**config.mk**
```make
export PLATFORM = sky130hd
export DESIGN_NAME = led_animator
export DESIGN_NICKNAME = d
export VERILOG_FILES = /design/src/rtl/led_animator.sv
export SDC_FILE = /design/constraint.sdc
export NUM_CORES = 1
export LEC_CHECK = 0
export BUFFER_PORTS_ARGS = -buffer_cell sky130_fd_sc_hd__buf_2
export CORE_MARGIN = 1.5
export CORE_UTILIZATION = 50
export DETAILED_ROUTE_END_ITERATION = 16
export PLACE_DENSITY = 0.74
export SKIP_LAST_GASP = 1
export SLEW_MARGIN = 15
export SYNTH_ARGS = -nofsm -noshare
export SYNTH_HDL_FRONTEND = slang
export SYNTH_SLANG_ARGS = --single-unit
```
**constraint.sdc**
```tcl
create_clock -name i_clk -period 2.25 [get_ports i_clk]
set_input_delay 0.3375 -clock i_clk [delete_from_list [all_inputs] [get_ports i_clk]]
set_output_delay 0.3375 -clock i_clk [all_outputs]
set_load 0.05 [all_outputs]
```
**src/rtl/led_animator.sv**
```systemverilog
// Purpose: LED feedback engine for whack-a-mole (flash on hit, solid on miss, chase on game over, mole idle).
// Latency: registered outputs; o_leds/o_busy reflect the state entered on the same clock edge.
// Backpressure: none; event pulses are always accepted, retriggers restart the running animation.
module led_animator #(
  parameter int NUM_LEDS    = 8,
  parameter int POS_W       = 3,
  parameter int ANIM_CYCLES = 100000000,
  parameter int NUM_FLASHES = 3,
  parameter int STEP_CYCLES = 12500000,
  parameter bit SHOW_MOLE   = 1'b1,
  parameter int CNT_W       = 28
) (
  input  logic                i_clk,
  input  logic                i_rst_n,
  input  logic                i_restart_game,
  input  logic                i_user_right,
  input  logic                i_user_wrong,
  input  logic                i_game_over,
  input  logic [POS_W-1:0]    i_mole_position,
  output logic [NUM_LEDS-1:0] o_leds,
  output logic                o_busy
);

  // FLASH alternates on/off phases, starting and ending with an on phase.
  localparam int NUM_PHASES = 2 * NUM_FLASHES - 1;
  localparam int PHASE_LEN  = ANIM_CYCLES / NUM_PHASES;
  localparam int PH_W       = (NUM_PHASES > 1) ? $clog2(NUM_PHASES) : 1;

  localparam logic [CNT_W-1:0]    PHASE_END   = CNT_W'(PHASE_LEN - 1);
  localparam logic [CNT_W-1:0]    SOLID_END   = CNT_W'(ANIM_CYCLES - 1);
  localparam logic [CNT_W-1:0]    STEP_END    = CNT_W'(STEP_CYCLES - 1);
  localparam logic [PH_W-1:0]     LAST_PHASE  = PH_W'(NUM_PHASES - 1);
  localparam logic [NUM_LEDS-1:0] ALL_ON      = '1;
  localparam logic [NUM_LEDS-1:0] CHASE_START = NUM_LEDS'(1);

  typedef enum logic [1:0] {
    S_IDLE,
    S_FLASH,
    S_SOLID,
    S_GAME_OVER
  } state_t;

  state_t              state_q, state_d;
  logic [CNT_W-1:0]    cnt_q, cnt_d;
  logic [PH_W-1:0]     phase_q, phase_d;
  logic [NUM_LEDS-1:0] leds_q, leds_d;
  logic                busy_q, busy_d;
  logic [NUM_LEDS-1:0] idle_leds;

  // Idle display: one-hot mole position, dark when disabled or out of range.
  always_comb begin
    idle_leds = '0;
    if (SHOW_MOLE && (32'(i_mole_position) < NUM_LEDS)) begin
      idle_leds = CHASE_START << i_mole_position;
    end
  end

  // Next state, counters and LED pattern; restart beats game over beats right beats wrong.
  always_comb begin
    state_d = state_q;
    cnt_d   = cnt_q + CNT_W'(1);
    phase_d = phase_q;
    leds_d  = leds_q;

    if (i_restart_game) begin
      state_d = S_IDLE;
      cnt_d   = '0;
      phase_d = '0;
      leds_d  = '0;
    end else if (i_game_over && (state_q != S_GAME_OVER)) begin
      state_d = S_GAME_OVER;
      cnt_d   = '0;
      phase_d = '0;
      leds_d  = CHASE_START;
    end else if (state_q == S_GAME_OVER) begin
      // Sticky chase: hit/miss events are ignored until restart or reset.
      if (cnt_q == STEP_END) begin
        cnt_d  = '0;
        leds_d = {leds_q[NUM_LEDS-2:0], leds_q[NUM_LEDS-1]};
      end
    end else if (i_user_right) begin
      state_d = S_FLASH;
      cnt_d   = '0;
      phase_d = '0;
      leds_d  = ALL_ON;
    end else if (i_user_wrong) begin
      state_d = S_SOLID;
      cnt_d   = '0;
      phase_d = '0;
      leds_d  = ALL_ON;
    end else begin
      case (state_q)
        S_FLASH: begin
          if (cnt_q == PHASE_END) begin
            cnt_d = '0;
            if (phase_q == LAST_PHASE) begin
              state_d = S_IDLE;
              phase_d = '0;
              leds_d  = idle_leds;
            end else begin
              phase_d = phase_q + PH_W'(1);
              // Leaving an odd (off) phase means the next one is on.
              leds_d  = phase_q[0] ? ALL_ON : '0;
            end
          end
        end
        S_SOLID: begin
          if (cnt_q == SOLID_END) begin
            state_d = S_IDLE;
            cnt_d   = '0;
            leds_d  = idle_leds;
          end
        end
        default: begin
          cnt_d  = '0;
          leds_d = idle_leds;
        end
      endcase
    end

    busy_d = (state_d == S_FLASH) || (state_d == S_SOLID);
  end

  // State, counter and output registers.
  always_ff @(posedge i_clk or negedge i_rst_n) begin
    if (!i_rst_n) begin
      state_q <= S_IDLE;
      cnt_q   <= '0;
      phase_q <= '0;
      leds_q  <= '0;
      busy_q  <= 1'b0;
    end else begin
      state_q <= state_d;
      cnt_q   <= cnt_d;
      phase_q <= phase_d;
      leds_q  <= leds_d;
      busy_q  <= busy_d;
    end
  end

  assign o_leds = leds_q;
  assign o_busy = busy_q;

endmodule

```
==> results.json, run 1 <==
{
  "maxCapViolCount": 0,
  "p_comb_share_pct": 23.5,
  "synth_top_family_by_area": "simple AND/OR/NAND/NOR gates",
  "track_usage_pct": 22.0,
  "postRouteAntennaNets": 0,
  "synth_edf_count": 0,
  "cellPowerDensity_mw_per_mm2": 534,
  "worst_ir_drop_vdd_uv": 375,
  "rsz0062_at_grt": "yes",
  "p_sw_share_pct": 31.5,
  "timing.final.ws_setup_ns": -0.0951,
  "synthSimpleGateAreaFrac_pct": 26.3,
  "layout_min_cycle_time_ns": 2.35,
  "nets": 342,
  "worst_pin_slew_ns": 0.592,
  "diodes": 0,
  "power_mw": 1.71,
  "dieArea_mm2": 0.00543,
  "slew_headroom_pct": 60.6,
  "met3_length_um": 250,
  "yosysSeqAreaShare_pct": 42.0,
  "grt_pass1_vias": 2071,
  "syn_area_mm2": 0.00250,
  "drive_gt1_share_pct": 30.5,
  "synthAdderAreaFrac_pct": 3.00,
  "synthesis.nets": 288,
  "h-tree-depth": 2,
  "clock_path_buffers": 2,
  "num_rows": 25,
  "clk_latency_ns": 0.30,
  "synth_compound_area_share_pct": 14.3,
  "grt_pass1_wl_mm": 9.27,
  "root_buffer": "clkbuf_8",
  "wl_met2_mm": 3.02,
  "outcome": "finished with violations",
  "cts.sinks": 42,
  "num_vias": 2224,
  "fin_skew_ns": 0.00965,
  "drt_pass1_iterations": 4,
  "drc": 0,
  "antenna_found_initial": 0,
  "synthMuxAreaShare_pct": 0.851,
  "critPathMaxFanout": 8,
  "ys_seq_elements": 42,
  "io_pins": 18,
  "timing.final.crit_share_pct": 104,
  "initial_core_util_pct": 52.6,
  "hold_viol": 7,
  "grt_max_degree": 43,
  "p_sw_uw": 541,
  "failed_checks": "hold timing, setup timing",
  "ys_types": 53,
  "ys.flop_type": "dfrtp_1",
  "synth_xor_area_share_pct": 8.76,
  "fin_area_mm2": 0.00321,
  "startpoint_type": "register",
  "die_w_um": 73.7,
  "setup_viol": 36,
  "hold_path.class": "primary input to async pin",
  "layout.cells.non_filler": 395,
  "wl_met1_mm": 2.68,
  "synthCells": 273,
  "async_reset_ff_share_pct": 100,
  "wl_mm": 6.01,
  "avgSynthCellArea_um2": 9.16,
  "wl_per_cell_um": 15.2,
  "power.leakage_nw": 1.30,
  "seq_power_share_pct": 47.0,
  "io_buffer_count": 17,
  "end_kind": "register",
  "area_growth_syn_to_layout_pct": 28.3,
  "hpwl_mm": 4.00,
  "crit_type": "register to register",
  "routed.top_layer": "met4",
  "p_int_mw": 1.17,
  "core_region_area_mm2": 0.00475,
  "dp_cells": 384,
  "slew_viol_final": 0,
  "fmax_mhz": 426,
  "critPathRequiredTime_ns": 2.43,
  "clk_pin_slew_ns": 0.08,
  "die_h_um": 73.7,
  "drt-vias-per-instance": 5.63,
  "setup_tns_ns": -2.18,
  "postPlaceCellArea_mm2": 0.00289,
  "clkPwrFrac_pct": 29.5,
  "gp_congestion": 0.857,
  "cts_tree": "built",
  "worstPathArrival_ns": 2.53,
  "ys_warn_count": 0,
  "first_iter_violations": 96,
  "grt_overflow": 0,
  "hold_slack_ns": -0.00576,
  "cts_buffers": 5
}
## stage by stage
stage	util (%)	hold slack, ns	worst slack, ns
6_report	67.4	-0.00576	-0.0951
5_1_grt	67.4	0.00842	-0.152
4_1_cts	63.3	0.00444	-0.102
3_5_place_dp	60.7	0.330	-0.127
3_3_place_gp	60.7	0.328	-0.0916
2_1_floorplan	-	0.0419	-0.161
## final cells by class
class	count	area [um2]
Tap cell	67	83.8
Inverter	14	52.6
Clock buffer	7	86.3
Timing Repair Buffer	54	423
Sequential cell	42	1050
Fill cell	374	1550
Clock inverter	1	5.00
Multi-Input combinational cell	210	1510
## registers in the layout (all words and copies together), names as in the netlist
| name | cells |
|---|---|
| o_leds | 8 |
| phase_q | 3 |
| state_q | 2 |
| cnt_q | 28 |
| o_busy | 1 |
## critical path: stages (launching register included)
cell      delay [ns]
dfrtp_1         0.38
or4bb_1         0.52
or4_4           0.53
o41a_1          0.48
o211ai_1        0.23
o21ai_1         0.09
## cell families after synthesis
group	after synthesis
flip-flops	42
AND/OR/NAND/NOR	130
XOR/XNOR	25
AO/OA/AOI/OAI	47
multiplexers	2
buffers and inverters	21
adder cells (fa/ha/maj)	6
## timing repair
item,4_1_cts,5_1_grt
endpoints found under the setup margin,39,39
gates cloned,0,2
pin swaps,8,20
gates resized for setup,8,34
hold buffers,0,0
setup buffers,1,0
hold endpoints to repair,0,0
## power groups by stage
stage	logic [mW]	registers (mW)	clock network, mW
after floorplan	0.164	0.896	0
after global placement	0.347	0.819	0
after detailed placement	0.352	0.820	0
after CTS	0.355	0.805	0.518
after global routing	0.435	0.810	0.546
final	0.403	0.805	0.506
## path summary, 6_finish.rpt
path / to / slack, ns / depth (start not counted) / from
max: o_leds[1] / -0.1 / 5 / cnt_q[16]
min: cnt_q[3] / -0.006 / 2 / i_rst_n
max reg2reg: o_leds[1] / -0.1 / 5 / cnt_q[16]
min reg2reg: o_leds[7] / 0.52 / 1 / o_leds[7]
max in group asynchronous: phase_q[0] / 2.04 / 2 / i_rst_n
min in group i_clk: state_q[0] / 0.37 / 3 / i_game_over
## synthesized netlist by cell type (2+ instances only)
cell type | number | share of area [%]
nor2_1 | 46 | 6.9
dfrtp_1 | 42 | 42
nand2_1 | 20 | 3.0
xnor2_1 | 17 | 6.0
nand3_1 | 16 | 3.2
inv_1 | 13 | 2.0
a21oi_1 | 10 | 2.0
o21ai_0 | 10 | 2.0
nor3_1 | 9 | 1.8
xor2_1 | 8 | 2.8
nor4_1 | 7 | 1.8
ha_1 | 6 | 3.0
nor2b_1 | 5 | 1.3
o2111ai_1 | 4 | 1.4
or4_1 | 4 | 1.2
a31o_2 | 3 | 1.1
and3_1 | 3 | 0.75
nand4_1 | 3 | 0.75
or2_2 | 3 | 0.75
a21bo_2 | 2 | 0.80
and4_1 | 2 | 0.70
buf_12 | 2 | 1.6
clkbuf_1 | 2 | 0.30
nand2b_1 | 2 | 0.50
o211ai_1 | 2 | 0.60
o221ai_1 | 2 | 0.70
o31ai_1 | 2 | 0.60
or3_1 | 2 | 0.50
or4bb_1 | 2 | 0.90
## cells in the final DEF (no fill, tap or decap), types with 3 or more instances in the layout
master	n
a21oi_1	9
a31o_2	3
and3_1	3
buf_2	17
buf_4	33
clkbuf_8	6
dfrtp_1	42
ha_1	5
inv_1	13
nand2_1	19
nand3_1	16
nand4_1	3
nor2_1	32
nor2_2	3
nor2_4	11
nor2b_1	4
nor3_1	7
nor4_1	4
nor4_2	3
o2111ai_1	4
o21ai_0	6
o21ai_1	4
or2_2	3
or4_1	4
xnor2_1	17
xor2_1	8
## layer usage
metal / vias up / global-route usage, %
li1: 1083 / -
met1: 1082 / 28.2
met2: 52 / 37.5
met3: 7 / 4.25
met4: 0 / 6.58
met5: - / 0
Note: power is estimated with default switching activity, not from simulation.
==> run 2: changes to the inputs <==
Settings changed: CELL_PAD_IN_SITES_DETAIL_PLACEMENT from default to 1, CELL_PAD_IN_SITES_GLOBAL_PLACEMENT from default to 1, CORE_UTILIZATION 50 to 42, PLACE_DENSITY 0.74 to 0.79.
==> run 2 against run 1 <==
The run ends with setup timing left. Design area rose by 4.9%. Clock-buffer cell count fell by 2. Global-route usage rose by 3.3 points. Fmax fell by 1.5%. First-iteration DRC count increased by 98%. Die area increased by 18%. Clock power rose by 24%. Register-to-register slack worse by 0.04 ns. Wire length is 31% higher. Worst hold slack better by 0.43 ns. Via count is 6.5% higher. Core utilization shrank 7.5 points. Critical path type unchanged. Highest routed layer unchanged.
==> results.json, run 2 (synthesis results as in run 1) <==
{
  "cts_tree": "built",
  "postRouteAntennaNets": 0,
  "die_w_um": 80.2,
  "utilization_pct": 60.0,
  "timing.final.crit_share_pct": 106,
  "worstPathArrival_ns": 2.58,
  "grt_overflow": 0,
  "slew_headroom_pct": 58.5,
  "core_region_area_mm2": 0.00561,
  "worst_pin_slew_ns": 0.618,
  "io_pins": 18,
  "cts_buffers": 5,
  "antenna_found_initial": 0,
  "cp_slowest_cell": "or4bb_1",
  "grt_max_degree": 28,
  "first_iter_violations": 190,
  "p_int_mw": 1.27,
  "setup_viol": 35,
  "grt_pass1_wl_mm": 12.5,
  "clock_path_buffers": 2,
  "io_buffer_count": 17,
  "diodes": 0,
  "startpoint_type": "register",
  "nets": 353,
  "critPathRequiredTime_ns": 2.45,
  "gp_congestion": 0.786,
  "worst_ir_drop_vdd_uv": 307,
  "hold_viol": 0,
  "crit_chain": "or4bb_1, or4_4, o41ai_4, buf_4, nand2_1, a31o_1",
  "fin_skew_ns": 0.00402,
  "drive_gt1_share_pct": 37.5,
  "critPathMaxFanout": 4,
  "dpl_worst_slack_ns": -0.197,
  "cpLargestDelayFamily": "simple AND/OR/NAND/NOR gates",
  "cellPowerDensity_mw_per_mm2": 558,
  "fmax_mhz": 420,
  "setup_tns_ns": -3.00,
  "drt-vias-per-instance": 5.76,
  "wl_per_cell_um": 19.1,
  "drc": 0,
  "holdPathStages": 4,
  "rsz0062_at_grt": "yes",
  "seq_power_share_pct": 43.1,
  "failed_checks": "setup timing",
  "cts.sinks": 42,
  "root_buffer": "clkbuf_8",
  "clk_pin_slew_ns": 0.09,
  "reg2reg_depth": 6,
  "p_sw_share_pct": 32.3,
  "cpPeakStageDelay_ns": 0.52,
  "slew_viol_final": 0,
  "p_sw_uw": 607,
  "power.leakage_nw": 1.35,
  "initial_core_util_pct": 44.6,
  "timing.final.ws_setup_ns": -0.132,
  "final_cell_mix": "dfrtp_1, buf_4, nor2_1, nand2_1",
  "end_kind": "register",
  "path_buf_inv": 1,
  "outcome": "finished with violations",
  "p_comb_share_pct": 23.5,
  "hpwl_mm": 5.11,
  "dieArea_mm2": 0.00642,
  "top_register": "cnt_q",
  "wl_mm": 7.86,
  "largest_reg_flops": 28,
  "area_growth_syn_to_layout_pct": 34.6,
  "h-tree-depth": 2,
  "grt_pass1_vias": 2547,
  "worst-path-stages": 6,
  "drt_pass1_iterations": 4,
  "hold_path.class": "primary input to register",
  "track_usage_pct": 25.3,
  "clkPwrFrac_pct": 33.4,
  "num_rows": 27,
  "layout_min_cycle_time_ns": 2.38,
  "clk_latency_ns": 0.31,
  "crit_type": "register to register",
  "num_vias": 2368,
  "maxCapViolCount": 0,
  "die_h_um": 80.2
}
-- run 2: changes by cell type in the layout (fill, tap and decap cells not counted), sizes merged --
cell and change:
buf +12, bufinv +1, clkbuf -4, clkinv -1, clkinvlp +2, dlygate4sd3 +1
-- run 2: area by class of cell --
cell class	instances	area, um2
multi-input cells	210	1570
repair buffers	65	484
clock buffers	5	68.8
fillers	661	2240
inverters	14	52.6
clock inverters	3	45.0
well taps	72	90.1
flip-flops and latches	42	1050
-- run 2: path summary, 6_finish.rpt --
path | from | end | slack (ns)
hold / removal | i_user_wrong | state_q[0] | 0.43
setup / recovery | cnt_q[7] | o_leds[7] | -0.13
hold reg to reg | cnt_q[0] | cnt_q[0] | 0.56
max in group asynchronous | i_rst_n | o_leds[7] | 1.11
setup reg to reg | cnt_q[7] | o_leds[7] | -0.13
min in group asynchronous | i_rst_n | cnt_q[9] | 0.46
-- run 2: power groups by stage --
stage | combinational (mW) | sequential [mW] | clock (mW)
floorplan | 0.164 | 0.896 | 0
global placement | 0.357 | 0.820 | 0
detailed placement | 0.366 | 0.821 | 0
CTS | 0.399 | 0.808 | 0.635
global route | 0.470 | 0.814 | 0.667
finish | 0.441 | 0.809 | 0.626
-- run 2: what timing repair did --
item / 4_1_cts / 5_1_grt
hold buffers: 1 / 0
setup endpoints to repair: 36 / 42
resized for setup: 37 / 31
pin swaps: 30 / 13
buffers inserted: 1 / 4
cloned: 0 / 0
endpoints found under the hold margin: 15 / 0
-- run 2: worst min-delay path, delay by kind of cell --
kind          cells  cell delay [ns]
simple gates      3             0.21
buf+inv           1             0.15
-- run 2: per-layer routing --
layer,track usage (%),up-vias,routed length [um]
met4,6.90,0,79
met1,33.2,1208,3510
met5,0,-,0
li1,-,1097,-
met2,42.8,55,4020
met3,4.43,8,250
-- run 2: through the flow --
stage / cell area [um2] / std cells / hold slack, ns / power, mW
6_report: 3360 / 411 / 0.427 / 1.88
5_1_grt: 3360 / 411 / 0.453 / 1.95
4_1_cts: 3200 / 407 / 0.380 / 1.84
3_5_place_dp: 2930 / 397 / 0.268 / 1.19
3_3_place_gp: 2930 / 397 / 0.262 / 1.18
2_1_floorplan: 2500 / 273 / 0.0419 / 1.06
==> run 3: changes to the inputs <==
Settings changed: SKIP_CTS_REPAIR_TIMING from default to 1.
==> run 3 against run 2 <==
The run still ends with setup timing left. Sequential power hardly changed. Die area stayed put. Setup slack worse by 0.15 ns. First-iteration DRC count decreased by 30%. Fmax shrank 5.8%. Worst hold slack got worse by 0.050 ns. Sequential share of layout area about the same. Clock power rose by 2%. Clock skew grew 0.00086 ns. Power barely moved. Critical path type unchanged. Largest cell class unchanged.
==> results.json, run 3 (synthesis results as in run 1) <==
{
  "clock_path_buffers": 2,
  "worstPathArrival_ns": 2.71,
  "fmax_mhz": 396,
  "core_region_area_mm2": 0.00561,
  "grt_pass1_vias": 2433,
  "layout_min_cycle_time_ns": 2.53,
  "top_register": "cnt_q",
  "cts.sinks": 42,
  "cpPeakStageDelay_ns": 0.53,
  "outcome": "finished with violations",
  "crit_chain": "or4bb_1, or4_4, o41a_1, nor3_1, o32ai_1",
  "failed_checks": "setup timing",
  "die_w_um": 80.2,
  "antenna_found_initial": 0,
  "slew_viol_final": 0,
  "io_buffer_count": 17,
  "initial_core_util_pct": 44.6,
  "power.leakage_nw": 1.34,
  "cts_buffers": 5,
  "postPlaceCellArea_mm2": 0.00293,
  "grt_overflow": 0,
  "hold_path.class": "primary input to register",
  "clk_latency_ns": 0.31,
  "critPathMaxFanout": 8,
  "hold_viol": 0,
  "io_pins": 18,
  "slew_headroom_pct": 62.8,
  "grt_pass1_wl_mm": 11.8,
  "wl_mm": 7.88,
  "path_buf_inv": 0,
  "die_h_um": 80.2,
  "multi_input_area_mm2": 0.00158,
  "worst_pin_slew_ns": 0.557,
  "postRouteAntennaNets": 0,
  "drive_gt1_share_pct": 35.0,
  "regArea_mm2": 0.00105,
  "drt_pass1_iterations": 4,
  "first_iter_violations": 133,
  "hpwl_mm": 5.11,
  "track_usage_pct": 23.7,
  "maxCapViolCount": 0,
  "drt-vias-per-instance": 5.84,
  "clk_pin_slew_ns": 0.09,
  "timing.final.ws_setup_ns": -0.278,
  "grt_max_degree": 28,
  "area_growth_syn_to_layout_pct": 34.4,
  "critPathRequiredTime_ns": 2.43,
  "final_cell_mix": "dfrtp_1, buf_4, nor2_1",
  "end_kind": "register",
  "fin_area_mm2": 0.00336,
  "wl_per_cell_um": 19.3,
  "largest_reg_flops": 28,
  "timing.final.crit_share_pct": 112,
  "root_buffer": "clkbuf_8",
  "diodes": 0,
  "num_vias": 2389,
  "setup_viol": 35,
  "final_common_cell": "dfrtp_1",
  "cpLargestDelayFamily": "simple AND/OR/NAND/NOR gates",
  "cts_tree": "built",
  "nets": 351,
  "h-tree-depth": 2,
  "rsz0062_at_grt": "yes",
  "dpl_worst_slack_ns": -0.197,
  "cp_slowest_cell": "or4_4",
  "num_rows": 27,
  "n_fill_cell": 654,
  "worst_ir_drop_vdd_uv": 335,
  "utilization_pct": 59.9,
  "drc": 0,
  "gp_congestion": 0.786,
  "dieArea_mm2": 0.00642,
  "cellPowerDensity_mw_per_mm2": 558,
  "crit_type": "register to register",
  "fin_skew_ns": 0.00488,
  "startpoint_type": "register"
}
-- run 3: cell types whose count changed in the layout (fill, tap and decap cells not counted), sizes merged --
cell / delta
buf: -2
-- run 3: per-layer routing --
metal,vias to the layer above,global-route usage [%],routed length [um]
met3,15,4.09,388
met2,78,37.7,3860
met5,-,0,0
met4,0,6.90,119
li1,1098,-,-
met1,1198,32.8,3520
-- run 3: final cells by class --
type	instances	area share [%]
inverters	14	1.56
flip-flops and latches	42	31.3
well taps	72	2.68
multi-input cells	210	47.0
repair buffers	63	14.1
clock inverters	3	1.34
clock buffers	5	2.05
-- run 3: where the power goes --
part / internal (mW) / leakage [nW] / total [mW] / switching (mW)
logic: 0.149 / 0.720 / 0.429 / 0.281
clock network: 0.331 / 0.0504 / 0.638 / 0.308
registers: 0.783 / 0.574 / 0.808 / 0.0244
total: 1.26 / 1.34 / 1.88 / 0.613
-- run 3: worst paths after layout --
kind                         endpoint  cells past startpoint        start  slack (ns)
hold / removal             state_q[0]                      3  i_game_over        0.38
min in group asynchronous   cnt_q[27]                      2      i_rst_n        0.46
hold reg to reg             o_leds[7]                      1    o_leds[7]        0.56
max in group asynchronous   o_leds[7]                      3      i_rst_n        1.11
setup / recovery            o_leds[0]                      5     cnt_q[7]       -0.28
setup reg to reg            o_leds[0]                      5     cnt_q[7]       -0.28
-- run 3: worst reg2reg max path: stages (launching register included) --
cell	delay (ns)
dfrtp_1	0.39
or4bb_1	0.51
or4_4	0.53
o41a_1	0.52
nor3_1	0.30
o32ai_1	0.15
-- run 3: through the flow --
stage | cells | hold WS [ns] | setup TNS [ns] | total power [mW]
floorplan | 273 | 0.0419 | -3.73 | 1.06
global placement | 397 | 0.262 | -0.762 | 1.18
detailed placement | 397 | 0.268 | -2.62 | 1.19
CTS | 405 | -0.0623 | -3.59 | 1.81
global route | 409 | 0.416 | -6.45 | 1.95
finish | 409 | 0.377 | -4.13 | 1.88
